`config.mk`:
```
export PLATFORM = sky130hd
export DESIGN_NAME = e_clock_vpa_ctrl
export DESIGN_NICKNAME = d
export VERILOG_FILES = /design/src/rtl/sf500_pkg.sv /design/src/rtl/e_clock_div.sv /design/src/rtl/e_clock_vpa_ctrl.sv
export SDC_FILE = /design/constraint.sdc
export NUM_CORES = 1
export LEC_CHECK = 0
export BUFFER_PORTS_ARGS = -buffer_cell sky130_fd_sc_hd__buf_2
export CORE_MARGIN = 1
export CORE_UTILIZATION = 35
export CTS_CLUSTER_SIZE = 24
export DETAILED_ROUTE_END_ITERATION = 10
export GPL_ROUTABILITY_DRIVEN = 0
export PLACE_DENSITY_LB_ADDON = 0.15
export SETUP_SLACK_MARGIN = 0.2
export SLEW_MARGIN = 25
export SYNTH_ARGS = -nofsm -noshare
export SYNTH_HDL_FRONTEND = slang
export SYNTH_SLANG_ARGS = --single-unit
```
`constraint.sdc`:
```
create_clock -name C7M -period 1.5 [get_ports C7M]
set_clock_uncertainty 0.15 [all_clocks]
set_input_delay 0.45 -clock C7M [delete_from_list [all_inputs] [get_ports C7M]]
set_output_delay 0.45 -clock C7M [all_outputs]
set_load 0.03 [all_outputs]
```
`src/rtl/sf500_pkg.sv`:
```
// Shared definitions for the SF500 accelerator bus glue.
// Provides the 6800-cycle FSM state type, the interrupt-acknowledge function
// code, and default E clock timing constants (C7M / 10, 4 cycles high).
package sf500_pkg;

    typedef enum logic [1:0] {
        IDLE = 2'd0,
        SYNC = 2'd1,
        VMA  = 2'd2,
        ACK  = 2'd3
    } vpa_state_e;

    localparam logic [2:0] FC_IACK = 3'b111;

    localparam int unsigned E_DIV_DEFAULT       = 10;
    localparam int unsigned E_HIGH_DEFAULT      = 4;
    localparam int unsigned VMA_LEAD_DEFAULT    = 2;
    localparam int unsigned SYNC_STAGES_DEFAULT = 2;

endpackage

```
`src/rtl/e_clock_div.sv`:
```
// E clock divider: free-running counter ecnt (0..E_DIV-1) and registered E,
// high for the last E_HIGH counts of each period.
// Ports:
//   clk, rst_n   - system clock, synchronous active-low reset
//   e            - registered E clock
//   at_vma_point - high in the cycle before ecnt reaches the VMA point
//                  (E_DIV-E_HIGH-VMA_LEAD)
//   at_last_high - high in the cycle before ecnt reaches E_DIV-1
//   at_wrap      - high in the cycle before ecnt wraps to 0
// The strobes lead by one cycle so that registered outputs computed from them
// change exactly on the named count.
module e_clock_div
    import sf500_pkg::*;
#(
    parameter int unsigned E_DIV    = E_DIV_DEFAULT,
    parameter int unsigned E_HIGH   = E_HIGH_DEFAULT,
    parameter int unsigned VMA_LEAD = VMA_LEAD_DEFAULT
) (
    input  logic clk,
    input  logic rst_n,
    output logic e,
    output logic at_vma_point,
    output logic at_last_high,
    output logic at_wrap
);

    localparam int unsigned CNT_W = $clog2(E_DIV);

    localparam logic [CNT_W-1:0] E_RISE   = CNT_W'(E_DIV - E_HIGH);
    localparam logic [CNT_W-1:0] VMA_PRE  = CNT_W'(E_DIV - E_HIGH - VMA_LEAD - 1);
    localparam logic [CNT_W-1:0] LAST_PRE = CNT_W'(E_DIV - 2);
    localparam logic [CNT_W-1:0] LAST     = CNT_W'(E_DIV - 1);

    logic [CNT_W-1:0] ecnt_q, ecnt_d;
    logic             e_q, e_d;
    logic             at_vma_point_q, at_vma_point_d;
    logic             at_last_high_q, at_last_high_d;
    logic             at_wrap_q, at_wrap_d;

    // Next count and strobes derived from it, so flops line up with ecnt_q.
    always_comb begin : div_next
        ecnt_d         = (ecnt_q == LAST) ? '0 : ecnt_q + CNT_W'(1);
        e_d            = (ecnt_d >= E_RISE);
        at_vma_point_d = (ecnt_d == VMA_PRE);
        at_last_high_d = (ecnt_d == LAST_PRE);
        at_wrap_d      = (ecnt_d == LAST);
    end

    always_ff @(posedge clk) begin : div_reg
        if (!rst_n) begin
            ecnt_q         <= '0;
            e_q            <= 1'b0;
            at_vma_point_q <= (VMA_PRE == '0);
            at_last_high_q <= 1'b0;
            at_wrap_q      <= 1'b0;
        end else begin
            ecnt_q         <= ecnt_d;
            e_q            <= e_d;
            at_vma_point_q <= at_vma_point_d;
            at_last_high_q <= at_last_high_d;
            at_wrap_q      <= at_wrap_d;
        end
    end

    assign e            = e_q;
    assign at_vma_point = at_vma_point_q;
    assign at_last_high = at_last_high_q;
    assign at_wrap      = at_wrap_q;

endmodule

```
`src/rtl/e_clock_vpa_ctrl.sv`:
```
// 6800-peripheral cycle controller: generates E from C7M, runs the VPA_n /
// VMA_n handshake, and produces DTACK_CPU_n (own acknowledge for synchronous
// peripheral cycles, synchronised DTACK_MB_n pass-through otherwise).
// Optional build macro SF500_AUTOVEC_EN: IACK cycles (FC=111) with VPA_n low
// are left to the CPU's own autovectoring (no VMA, no DTACK, pad not driven).
// Ports:
//   C7M, RESET_n           - system clock, synchronous active-low reset
//   AS_CPU_n, VPA_n        - CPU strobes (asynchronous)
//   FC[2:0]                - CPU function code
//   DTACK_MB_n             - motherboard DTACK (asynchronous)
//   E, VMA_n, DTACK_CPU_n  - registered bus outputs
//   DTACK_OE               - registered drive enable for the DTACK_CPU_n pad
module e_clock_vpa_ctrl
    import sf500_pkg::*;
#(
    parameter int unsigned E_DIV       = E_DIV_DEFAULT,
    parameter int unsigned E_HIGH      = E_HIGH_DEFAULT,
    parameter int unsigned VMA_LEAD    = VMA_LEAD_DEFAULT,
    parameter int unsigned SYNC_STAGES = SYNC_STAGES_DEFAULT
) (
    input  logic       C7M,
    input  logic       RESET_n,
    input  logic       AS_CPU_n,
    input  logic       VPA_n,
    input  logic [2:0] FC,
    input  logic       DTACK_MB_n,
    output logic       E,
    output logic       VMA_n,
    output logic       DTACK_CPU_n,
    output logic       DTACK_OE
);

    logic at_vma_point, at_last_high, at_wrap;

    e_clock_div #(
        .E_DIV   (E_DIV),
        .E_HIGH  (E_HIGH),
        .VMA_LEAD(VMA_LEAD)
    ) u_div (
        .clk         (C7M),
        .rst_n       (RESET_n),
        .e           (E),
        .at_vma_point(at_vma_point),
        .at_last_high(at_last_high),
        .at_wrap     (at_wrap)
    );

    // Input synchronisers; each stage holds {DTACK_MB_n, VPA_n, AS_CPU_n}.
    logic [SYNC_STAGES-1:0][2:0] sync_q, sync_d;
    logic as_s, vpa_s, dtmb_s;

    always_comb begin : sync_shift
        sync_d    = sync_q;
        sync_d[0] = {DTACK_MB_n, VPA_n, AS_CPU_n};
        for (int i = 1; i < int'(SYNC_STAGES); i++) begin
            sync_d[i] = sync_q[i-1];
        end
    end

    assign as_s   = sync_q[SYNC_STAGES-1][0];
    assign vpa_s  = sync_q[SYNC_STAGES-1][1];
    assign dtmb_s = sync_q[SYNC_STAGES-1][2];

    logic autovec_c;

`ifdef SF500_AUTOVEC_EN
    // FC follows the same pipeline so it stays aligned with as_s / vpa_s.
    logic [SYNC_STAGES-1:0][2:0] fc_sync_q, fc_sync_d;

    always_comb begin : fc_shift
        fc_sync_d    = fc_sync_q;
        fc_sync_d[0] = FC;
        for (int i = 1; i < int'(SYNC_STAGES); i++) begin
            fc_sync_d[i] = fc_sync_q[i-1];
        end
    end

    always_ff @(posedge C7M) begin : fc_sync_reg
        if (!RESET_n) begin
            fc_sync_q <= '1;
        end else begin
            fc_sync_q <= fc_sync_d;
        end
    end

    assign autovec_c = (fc_sync_q[SYNC_STAGES-1] == FC_IACK) && !vpa_s;
`else
    logic unused_fc;
    assign unused_fc = ^FC;
    assign autovec_c = 1'b0;
`endif

    vpa_state_e state_q, state_d;
    logic       vma_n_q, vma_n_d;
    logic       dtack_q, dtack_d;
    logic       dtack_oe_q, dtack_oe_d;

    // State register.
    always_ff @(posedge C7M) begin : state_reg
        if (!RESET_n) begin
            state_q <= IDLE;
        end else begin
            state_q <= state_d;
        end
    end

    // Next state. A cycle whose AS drops during VMA completes the E period
    // without acknowledging and returns to IDLE at the wrap.
    always_comb begin : next_state
        state_d = state_q;
        case (state_q)
            IDLE: if (!as_s && !vpa_s && !autovec_c) state_d = SYNC;
            SYNC: begin
                if (as_s)              state_d = IDLE;
                else if (at_vma_point) state_d = VMA;
            end
            VMA: begin
                if (at_last_high && !as_s) state_d = ACK;
                else if (at_wrap)          state_d = IDLE;
            end
            ACK:     if (as_s) state_d = IDLE;
            default: state_d = IDLE;
        endcase
    end

    // Output decode from the upcoming state. VMA_n stays low through the
    // VMA->ACK step (last E-high cycle) and rises on the first ACK cycle,
    // which always coincides with the wrap to ecnt 0.
    always_comb begin : output_decode
        vma_n_d    = 1'b1;
        dtack_d    = 1'b1;
        dtack_oe_d = 1'b0;
        if ((state_d == VMA) || ((state_q == VMA) && (state_d == ACK))) begin
            vma_n_d = 1'b0;
        end
        case (state_d)
            IDLE:    dtack_d = autovec_c ? 1'b1 : dtmb_s;
            ACK:     dtack_d = 1'b0;
            default: dtack_d = 1'b1;
        endcase
        dtack_oe_d = (state_d == ACK) || (!as_s && !autovec_c);
    end

    always_ff @(posedge C7M) begin : out_reg
        if (!RESET_n) begin
            sync_q     <= '1;
            vma_n_q    <= 1'b1;
            dtack_q    <= 1'b1;
            dtack_oe_q <= 1'b0;
        end else begin
            sync_q     <= sync_d;
            vma_n_q    <= vma_n_d;
            dtack_q    <= dtack_d;
            dtack_oe_q <= dtack_oe_d;
        end
    end

    assign VMA_n       = vma_n_q;
    assign DTACK_CPU_n = dtack_q;
    assign DTACK_OE    = dtack_oe_q;

endmodule

```
[Word-level counts from Yosys, hierarchy flattened]
Index checks and enable logic that the tools add are counted.
Word-level totals
  register bits after elaboration: 19
  logic and storage cells: 41
  bits in latches: 0
  input bits: 8
  output and inout port bits: 4
  memories kept: 0
  bits in writable memories: 0
  memory bits (read-only): 0
Operators by class
  bitwise operators: 0
  reduce and logical (&&, ||, !) cells: 9
  multiply operators: 0
  add/subtract/negate cells: 1
  muxes and demuxes: 10
  divide/modulo/power cells: 0
  $lt $le $gt $ge: 1
  shift-type cells: 0
  eq/ne operators: 9
Operator list (number)
  $eq A4 B4 Y1 const B: 3
  $mux W2: 6
  $eq A2 B2 Y1 const B: 4
  $pmux W2 S4: 1
  $add A4 B1 Y4 const B: 1
  $eq A4 B2 Y1 const B: 1
  $ge A4 B3 Y1 const B: 1
  $logic_not A2 Y1: 2
  $mux W4: 1
  $logic_and A1 B1 Y1: 3
  $eq A2 B1 Y1 const B: 1
  $logic_not A1 Y1: 2
  $logic_or A1 B1 Y1: 2
  $pmux W1 S2: 1
  $mux W1: 1

[Longest topological paths before layout]
Gate-level depths: netlist of run 1.
  depth after elaboration: 8
  depth in mapped cells: 6
  depth with buffers taken out: 6

[By module]
From an unflattened synthesis of run 1, not the netlist that was laid out.
Second synthesis, totals
  cells, all modules: 65
  area, all modules: 704.4 um^2
Modules (own cells, without submodules)
  e_clock_vpa_ctrl: cells each 32, instances 1, area an instance 370.4 um^2, seq. area each 220.2 um^2
  e_clock_div: cells each 33, instances 1, area an instance 334.1 um^2, seq. area each 160.2 um^2

[Least setup slack after synthesis of run 1]
OpenSTA, ideal clock, no wires.
  path kind: flip-flop to flip-flop
  start: register u_div.ecnt_q[0]
  end: register u_div.e_q, in the netlist u_div.e
  stages on the path, launching flop included: 6
  required time: 1235 ps
  arrival: 1081 ps
  setup slack: 154 ps
  library setup time: 115 ps
  clock period less this slack: 1346 ps
  path buffers: 0
  path through: dfxtp_1 > ha_1 > a21oi_1 > mux2i_1 > nor2_1 > o21a_1
On the way
  word-level cells in the longest chain between the ends: 3
  elaborated cells on any way between the ends: 4
  those cells by class: add/sub (1); order compare (1); eq/ne (1); mux (1)
Ends and longest elaborated chain
  start, declared: line e_clock_div.sv:34  | logic [CNT_W-1:0] ecnt_q, ecnt_d;
  start signal, assigned: line e_clock_div.sv:57  | ecnt_q <= ecnt_d;
  $add A4 B1 Y4 / $eq A4 B4 Y1 (equally long branches): line e_clock_div.sv:42  | ecnt_d = (ecnt_q == LAST) ? '0 : ecnt_q + CNT_W'(1);
  $mux W4 *: line e_clock_div.sv:42
  $ge A4 B3 Y1 *: line e_clock_div.sv:43  | e_d = (ecnt_d >= E_RISE);
  end signal, assigned: line e_clock_div.sv:52  | e_q <= 1'b0;
  end signal, assigned: line e_clock_div.sv:58  | e_q <= e_d;
  end, declared: line e_clock_div.sv:35  | logic e_q, e_d;
Mark *: on every way between the ends. The rest lies on a longest branch, timed or not.
A chain may end at the register's enable or synchronous reset.

[Worst setup path after layout of run 1]
  start: register u_div.e_q, in the netlist u_div.e
  end: output port E
RTL lines
  end, declared: line e_clock_vpa_ctrl.sv:27  | output logic E,
No word-level cell between the ends.

==> reports/results.ini, run 1 <==
[status]
status = finished clean

[setup_path]
arrival_ps = 740
r2r_start = u_div.ecnt_q[1]
start_kind = flop
slowest_delay_ps = 330
crit_type = flop to primary output
worstPathRequired_ps = 900
reg2reg_depth = 6
worstReg2RegEnd = u_div.e
crit_family = flip-flops
r2r_slack_ps = 170
crit_path_end_kind = primary output
cp_max_fo = 1
critPathSlowestCell = dfxtp_2
crit_buf_inv = 1
cp_cell_sequence = buf_6

[power_and_ir_drop]
p_sw_mw = 0.213
power.density_mw_per_mm2 = 885
vdd_drop_max_v = 0.000568
clockPowerShare = 0.266
switching_share = 0.235
pwr-share-seq = 0.599
power_mw = 0.906
power_frac_comb = 0.135
p_leak_nw = 0.401
p_int_mw = 0.693

[flow_run]
maxCapViolCount = 0

[global_route]
grt_overflow = 0
grt_pass1_vias = 481
grt_use_total = 0.120
grt_max_degree = 11
antenna_found_initial = 0
grt_pass1_wl_mm = 1.87

[synth]
synth_cell_types = 25
ys_seq_area_frac = 0.513
syn_nets = 85
synth_area_per_cell_um2 = 10.2
synth_warnings = 0
synth-seq-cells = 19
synth_cells = 73
netlist_area_um2 = 742

[routing]
vias_per_cell = 4.61
wl_per_cell_um = 10.5
firstDrtPassIters = 3
num_vias = 535
drc = 0
ant_nets = 0
routed_wl_mm = 1.22
drt_iter0_drc = 3

[placement]
dp_hpwl_um = 848
io_buffer_count = 8
post-place-ws_ps = 102

[timing]
worst_pin_slew_ps = 328
setup_ws_ps = 162
slew_violations = 0
hold_viol = 0
setup_violations = 0
fin_crit_sh = 0.892
relSlewSlack = 0.781
period_needed_ps = 1340
max_clock_freq_ghz = 0.748
rsz0062_at_grt = yes
fin_tns_setup_ps = 0

[cts]
clockBufferDepth = 2
clock_sinks = 19
cts_root_buffer = clkbuf_4
cts_tree = built
cts_hold_buf = 0
path_clk_slew_ps = 90
clk_latency_ps = 280
h-tree-depth = 1
numCtsBuffers = 3

[die]
core-area_mm2 = 0.00198
die_x_um = 48.0
fp-row-count = 16
ios = 12
chipHeight_um = 48.0
die_area_mm2 = 0.00231
start_util = 0.374

[finish]
finalNetCount = 102
layout-drive-gt1-share = 0.461
n_antenna_cell = 0
synthToLayoutAreaGrowth_pct = 37.9
fill_cells = 172

[hold_path]
min_from = DTACK_MB_n
whs_endpoint = sync_d[5]
hp-class = input pin to flop
hold_path_depth = 2

==> power by group through the flow <==
stage	clock [mW]	combinational, mW	sequential, mW
6_report	0.241	0.123	0.543
5_1_grt	0.280	0.135	0.546
4_1_cts	0.254	0.0972	0.545
3_5_place_dp	0	0.0754	0.553
3_3_place_gp	0	0.0749	0.553
2_1_floorplan	0	0.0506	0.555
==> placed cells by master (no fill, tap or decap), types with 4 or more instances in the layout <==
cell type and count:
dfxtp_1 10, nor2_1 7, buf_2 4, dfxtp_2 5, nand2b_1 7, dfxtp_4 4
buf_4 5, buf_6 4
==> synth_stat cells (all sizes together) <==
| library cell | n | area share |
|---|---|---|
| a2111oi | 1 | 0.013 |
| a21oi | 4 | 0.027 |
| and2 | 1 | 0.0084 |
| and3 | 1 | 0.0084 |
| and4 | 2 | 0.024 |
| buf | 2 | 0.017 |
| dfxtp | 19 | 0.51 |
| ha | 4 | 0.067 |
| inv | 4 | 0.020 |
| mux2i | 2 | 0.027 |
| nand2 | 3 | 0.015 |
| nand2b | 7 | 0.059 |
| nand3 | 3 | 0.020 |
| nor2 | 7 | 0.035 |
| nor2b | 2 | 0.017 |
| nor3 | 2 | 0.013 |
| nor4b | 1 | 0.012 |
| o211a | 1 | 0.013 |
| o21a | 1 | 0.010 |
| o21ai | 3 | 0.020 |
| o22ai | 1 | 0.0084 |
| o31ai | 1 | 0.029 |
| o41ai | 1 | 0.022 |
==> cells by family after synthesis <==
| family | after synthesis | synth area share |
|---|---|---|
| compound gates | 13 | 0.143 |
| fa+ha+maj | 4 | 0.0675 |
| buf+inv | 6 | 0.0371 |
| flops | 19 | 0.513 |
| mux | 2 | 0.0270 |
| simple gates | 29 | 0.212 |
==> metrics by stage <==
| step | utilization | area [um^2] | cells | hold WS (ps) |
|---|---|---|---|---|
| finish | 0.516 | 1020 | 116 | 188 |
| global placement | 0.422 | 837 | 108 | 238 |
| floorplan | - | 761 | 73 | 236 |
| CTS | 0.485 | 962 | 114 | 177 |
| detailed placement | 0.422 | 837 | 108 | 245 |
| global route | 0.516 | 1020 | 116 | 177 |
==> routing by layer <==
layer,GRT usage,part of all wire
met1,0.140,0.45
met2,0.197,0.52
met3,0.0679,0.033
met4,0.0167,0
met5,0,0
==> repair_timing <==
item,4_1_cts,5_1_grt
buffers inserted,2,2
endpoints found under the setup margin,10,10
resized for setup,25,7
cloned,0,0
pin swaps,3,6
==> worst max path at each step <==
stage / endpoint / depth (start not counted) / from
2_1_floorplan: u_div.e / 4 / u_div.ecnt_q[0]
3_3_place_gp: u_div.e / 4 / u_div.ecnt_q[0]
3_5_place_dp: u_div.e / 4 / u_div.ecnt_q[0]
4_1_cts: E / 1 / u_div.e
5_1_grt: VMA_n / 1 / VMA_n
6_report: E / 1 / u_div.e
==> cell type report <==
class	count	area (um^2)	area share
Multi-Input combinational cell	48	422	0.412
Sequential cell	19	402	0.392
Timing Repair Buffer	14	123	0.120
Tap cell	27	33.8	0.0330
Clock buffer	4	26.3	0.0257
Inverter	4	17.5	0.0171
==> flip-flops by register name, summed over array words and instances, names as in the netlist <==
name and cells:
u_div.ecnt_q 4, sync_d 3, state_q 2, DTACK_CPU_n 1, DTACK_OE 1, VMA_n 1, as_s 1, dtmb_s 1
sync_q 1, u_div.at_last_high 1, u_div.at_vma_point 1, u_div.at_wrap 1, u_div.e 1
No activity file was read; power rests on OpenSTA's default activity.
==> inputs of run 2 (changes only) <==
CAP_MARGIN = 5   (was default)
CORE_ASPECT_RATIO = 1.5   (was default)
==> run 2 against run 1 <==
Count of clock-buffer cells in the layout is 1 lower. Sequential power about the same. Total power is 2.1% lower. Global-route usage up 1.3 points. Setup slack got worse by 20 ps. Worst hold slack worse by 12 ps. Critical path type is now flop to flop. Critical endpoint is now u_div.at_last_high.
==> reports/results.ini, run 2 (synthesized netlist as in run 1, its figures left out) <==
[flow_run]
maxCapViolCount = 0  ; unchanged

[die]
chipHeight_um = 58.4  ; +22%
fp-row-count = 20  ; +4
die_x_um = 39.6  ; -18%
ios = 12  ; unchanged
die_area_mm2 = 0.00231  ; +0.18%
start_util = 0.371  ; -0.00374
core-area_mm2 = 0.00200  ; +1.0%

[setup_path]
critPathLaunch = u_div.ecnt_q[1]
r2r_start = u_div.ecnt_q[1]
crit_path_end_kind = flop
worstPathRequired_ps = 1550  ; +650 ps
arrival_ps = 1410  ; +670 ps
worstReg2RegEnd = u_div.at_last_high
reg2reg_depth = 6  ; unchanged
crit_type = flop to flop
start_kind = flop
r2r_slack_ps = 140  ; -30 ps
cp_max_fo = 4  ; +3

[finish]
final_common_cell = dfxtp_1
n_antenna_cell = 0  ; unchanged
layout_common_cells = dfxtp_1, nand2b_1, nor2_1
largest_reg_flops = 4  ; unchanged
layout-drive-gt1-share = 0.435  ; -0.0254
top_register = u_div.ecnt_q
finalNetCount = 98  ; -3.9%
fill_cells = 194  ; +13%
synthToLayoutAreaGrowth_pct = 29.3

[placement]
dp_hpwl_um = 823  ; -2.9%
io_buffer_count = 8  ; unchanged

[timing]
whs_ps = 176  ; -11.6 ps
relSlewSlack = 0.784  ; +0.00351
period_needed_ps = 1360  ; +19.7 ps
setup_violations = 0  ; unchanged
slew_violations = 0  ; unchanged
fin_crit_sh = 0.905  ; +0.0132
fin_tns_setup_ps = 0  ; unchanged
worst_pin_slew_ps = 323  ; -5.25 ps
rsz0062_at_grt = yes
hold_viol = 0  ; unchanged
max_clock_freq_ghz = 0.737  ; -1.5%

[global_route]
grt_use_total = 0.133  ; +0.0130
grt_max_degree = 17  ; +6
grt_overflow = 0  ; unchanged
grt_pass1_vias = 518  ; +7.7%
antenna_found_initial = 0  ; unchanged
grt_pass1_wl_mm = 2.06  ; +10%

[power_and_ir_drop]
clockPowerShare = 0.287  ; +0.021
switching_share = 0.247  ; +0.0114
power_frac_comb = 0.099  ; -0.036
power.density_mw_per_mm2 = 925  ; +4.5%
p_sw_mw = 0.219  ; +2.7%
p_leak_nw = 0.379  ; -5.4%
p_int_mw = 0.668  ; -3.5%
vdd_drop_max_v = 0.000458  ; -19%
pwr-share-seq = 0.614  ; +0.015

[cts]
path_clk_slew_ps = 110  ; +20 ps
clock_sinks = 19  ; unchanged
h-tree-depth = 1  ; unchanged
cts_tree = built
clockBufferDepth = 2  ; unchanged
clk_latency_ps = 290  ; about the same
cts_root_buffer = clkbuf_4
numCtsBuffers = 3  ; unchanged

[hold_path]
whs_endpoint = sync_d[5]
hp-class = input pin to flop
hold_path_depth = 2  ; unchanged
min_from = DTACK_MB_n

[routing]
ant_nets = 0  ; unchanged
num_vias = 529  ; -1.1%
firstDrtPassIters = 3  ; unchanged
wl_per_cell_um = 10.9  ; +4.1%
drc = 0  ; unchanged
vias_per_cell = 4.94  ; +7.2%
routed_wl_mm = 1.17  ; -3.9%
drt_iter0_drc = 4  ; +1

[status]
status = finished clean

[run 2: layer usage]
| layer | up-vias | global-route usage | share of wire |
|---|---|---|---|
| li1 | 274 | - | - |
| met1 | 249 | 0.137 | 0.38 |
| met2 | 4 | 0.222 | 0.58 |
| met3 | 2 | 0.0226 | 0.019 |
| met4 | 0 | 0.103 | 0.015 |
| met5 | - | 0 | 0 |
[run 2: worst max path at each step]
stage | endpoint | slack [ps] | depth (start not counted)
after floorplan | u_div.e | 210 | 4
after global placement | u_div.e | 90 | 4
after detailed placement | u_div.e | 90 | 4
after CTS | DTACK_OE | 130 | 1
after global routing | u_div.at_last_high | 100 | 6
final | u_div.at_last_high | 140 | 6
[run 2: power by group through the flow]
stage	combinational (mW)	clock, mW	sequential, mW
floorplan	0.0506	0	0.555
global placement	0.0731	0	0.553
detailed placement	0.0739	0	0.553
CTS	0.0837	0.274	0.542
global route	0.0993	0.293	0.548
finish	0.0880	0.255	0.545
[run 2: final cells by class]
class | instances | area (um^2) | share of cell area
clock buffers | 3 | 22.5 | 0.0235
clock inverters | 1 | 7.51 | 0.00782
inverters | 4 | 17.5 | 0.0183
multi-input cells | 48 | 405 | 0.422
flip-flops and latches | 19 | 399 | 0.416
well taps | 22 | 27.5 | 0.0287
repair buffers | 10 | 80.1 | 0.0834
[run 2: worst max-delay path, stage by stage (launching register included)]
cell,delay (ps)
dfxtp_4,400
inv_4,50
ha_4,160
a21oi_2,120
mux2i_2,80
buf_4,150
and4_1,160
[run 2: through the flow]
stage | std cells | setup WS (ps) | power, mW | util | area [um^2]
2_1_floorplan | 73 | 205 | 0.605 | - | 761
3_3_place_gp | 102 | 92.0 | 0.626 | 0.411 | 823
3_5_place_dp | 102 | 89.9 | 0.627 | 0.411 | 823
4_1_cts | 107 | 133 | 0.900 | 0.456 | 913
5_1_grt | 107 | 97.3 | 0.940 | 0.479 | 960
6_report | 107 | 143 | 0.887 | 0.479 | 960
[run 2: repair_timing]
action                                  4_1_cts  5_1_grt
pin swaps                                     3        0
resized for setup                            18       12
hold buffers                                  0        0
endpoints found under the setup margin        9       13
setup buffers                                 1        0
==> inputs of run 3 (changes only) <==
SYNTH_HIERARCHICAL = 1   (was default)
==> run 3 against run 2 <==
Sequential share of layout area increased by 4.5 points. Maximum frequency about the same. Final area decreased by 12%. Sequential cell count unchanged. Clock power about the same. Area after synthesis decreased by 5.1%. Largest power group unchanged.
==> reports/results.ini, run 3 <==
[setup_path]
cp_max_fo = 1  ; -3
r2r_start = state_q[1]
worstPathRequired_ps = 900  ; -650 ps
critPathSlowestCell = dfxtp_2
cp_cell_sequence = buf_6
slowest_delay_ps = 330  ; -70 ps
crit_path_end_kind = primary output
crit_type = flop to primary output
critPathLaunch = VMA_n
worstReg2RegEnd = DTACK_CPU_n
start_kind = flop
crit_family = flip-flops
arrival_ps = 760  ; -650 ps
crit_buf_inv = 1  ; -1
r2r_slack_ps = 250  ; +110 ps
reg2reg_depth = 3  ; -3

[finish]
finalNetCount = 87  ; -11%
layout-drive-gt1-share = 0.397  ; -0.0379
fin_util = 0.457  ; -0.0226
top_register = u_div/ecnt_q
final_common_cell = dfxtp_1
fin_area_um2 = 847  ; -12%
n_antenna_cell = 0  ; unchanged
synthToLayoutAreaGrowth_pct = 20.2
largest_reg_flops = 4  ; unchanged
layout_common_cells = dfxtp_1, nand2b_1, dfxtp_2
fill_cells = 170  ; -12%

[cts]
numCtsBuffers = 3  ; unchanged
cts_tree = built
clock_sinks = 19  ; unchanged
clk_latency_ps = 300  ; about the same
clockBufferDepth = 2  ; unchanged
h-tree-depth = 1  ; unchanged
cts_root_buffer = clkbuf_4
path_clk_slew_ps = 110  ; about the same

[synth]
synth_warnings = 6  ; +6
synth_flop_cell = dfxtp_1
synth_cell_types = 30  ; +20%
synth.top_cells.by_area = dfxtp_1, nand2b_1, nor3b_2, mux2i_1, o21a_1
synth-seq-cells = 19  ; unchanged
syn_nets = 73  ; -14%
synth_area_per_cell_um2 = 10.8  ; +6.6%
synth_edf_count = 0  ; unchanged
ys_seq_area_frac = 0.540  ; +0.0273
synth_top_area_frac = 0.540  ; +0.0273
synth_cells = 65  ; -11%
netlist_area_um2 = 704  ; -5.1%
synth_common_cells = dfxtp_1, nand2b_1
synth_most_common_cell = dfxtp_1
synth_top_cell_by_area = dfxtp_1
async_flop_share = 0  ; unchanged

[timing]
hold_viol = 0  ; unchanged
worst_pin_slew_ps = 318  ; -4.36 ps
slew_violations = 0  ; unchanged
fin_tns_setup_ps = 0  ; unchanged
period_needed_ps = 1360  ; +0.730 ps
setup_violations = 0  ; unchanged
relSlewSlack = 0.787  ; +0.00303
max_clock_freq_ghz = 0.736  ; about the same
rsz0062_at_grt = yes
fin_crit_sh = 0.905  ; about the same

[routing]
num_vias = 468  ; -12%
drc = 0  ; unchanged
ant_nets = 0  ; unchanged
vias_per_cell = 4.73  ; -4.4%
firstDrtPassIters = 4  ; +1
drt_iter0_drc = 10  ; +6
routed_wl_mm = 1.02  ; -13%
wl_per_cell_um = 10.3  ; -5.5%

[die]
ios = 12  ; unchanged
die_area_mm2 = 0.00220  ; -4.9%
core-area_mm2 = 0.00185  ; -7.4%
fp-row-count = 19  ; -5.0%
chipHeight_um = 56.9  ; -2.5%
start_util = 0.380  ; +0.00927
die_x_um = 38.6  ; -2.4%

[global_route]
grt_use_total = 0.116  ; -0.0169
grt_pass1_wl_mm = 1.67  ; -19%
grt_overflow = 0  ; unchanged
antenna_found_initial = 0  ; unchanged
grt_pass1_vias = 417  ; -19%
grt_max_degree = 12  ; -5

[hold_path]
whs_endpoint = sync_d[4]
hp-class = input pin to flop
min_from = VPA_n
hold_path_depth = 2  ; unchanged

[power_and_ir_drop]
power.density_mw_per_mm2 = 1010  ; +8.8%
p_leak_nw = 0.336  ; -11%
vdd_drop_max_v = 0.000580  ; +27%

[placement]
dp_hpwl_um = 704  ; -14%
io_buffer_count = 8  ; unchanged
placed_cell_area_um2 = 769  ; -6.5%

[status]
status = finished clean

[flow_run]
maxCapViolCount = 0  ; unchanged

run 3: kinds of logic after synthesis:
kind of cell,synth area share
AOI/OAI and AO/OA,0.130
buffers and inverters,0.0391
xor gates and xnor gates,0.0124
and+or+nand+nor,0.250
muxes,0.0284
DFF,0.540
run 3: worst max-delay path by stage:
stage / to / slack [ps] / cells after the start
3_5_place_dp: DTACK_CPU_n / 190 / 3
4_1_cts: DTACK_CPU_n / 140 / 1
5_1_grt: VMA_n / 110 / 1
6_report: VMA_n / 140 / 1
2_1_floorplan: DTACK_CPU_n / 250 / 3
3_3_place_gp: DTACK_CPU_n / 210 / 3
run 3: through the flow:
stage          power, mW  hold WS, ps  worst slack, ps  std cells
2_1_floorplan      0.585          236              247         65
3_3_place_gp       0.599          239              206         94
3_5_place_dp       0.600          241              193         94
4_1_cts            0.859          166              136         99
5_1_grt            0.893          158              112         99
6_report           0.852          173              142         99
run 3: per-layer routing:
layer  wire length, um  up-vias  global-route usage
met2               475        8               0.174
li1                  -      248                   -
met5                 0        -                   0
met3                27        4              0.0233
met4                45        0               0.133
met1               472      208               0.117
run 3: power breakdown:
group | internal [mW] | switching (mW) | leakage [nW]
registers | 0.522 | 0.0170 | 0.156
clock network | 0.0995 | 0.158 | 0.0177
logic | 0.0314 | 0.0244 | 0.162
total | 0.652 | 0.200 | 0.336
run 3: layout make-up:
class                           instances  area, um^2  area share
Tap cell                               21        26.3      0.0310
Timing Repair Buffer                   11        87.6       0.103
Clock inverter                          1        5.00     0.00591
Clock buffer                            3        22.5      0.0266
Sequential cell                        19         390       0.461
Inverter                                3        11.3      0.0133
Multi-Input combinational cell         41         304       0.359
run 3: timing repair:
item / 4_1_cts / 5_1_grt
gates resized for setup: 15 / 3
endpoints found under the setup margin: 5 / 7
pin swaps: 0 / 1
buffers inserted: 1 / 0
hold buffers: 0 / 0
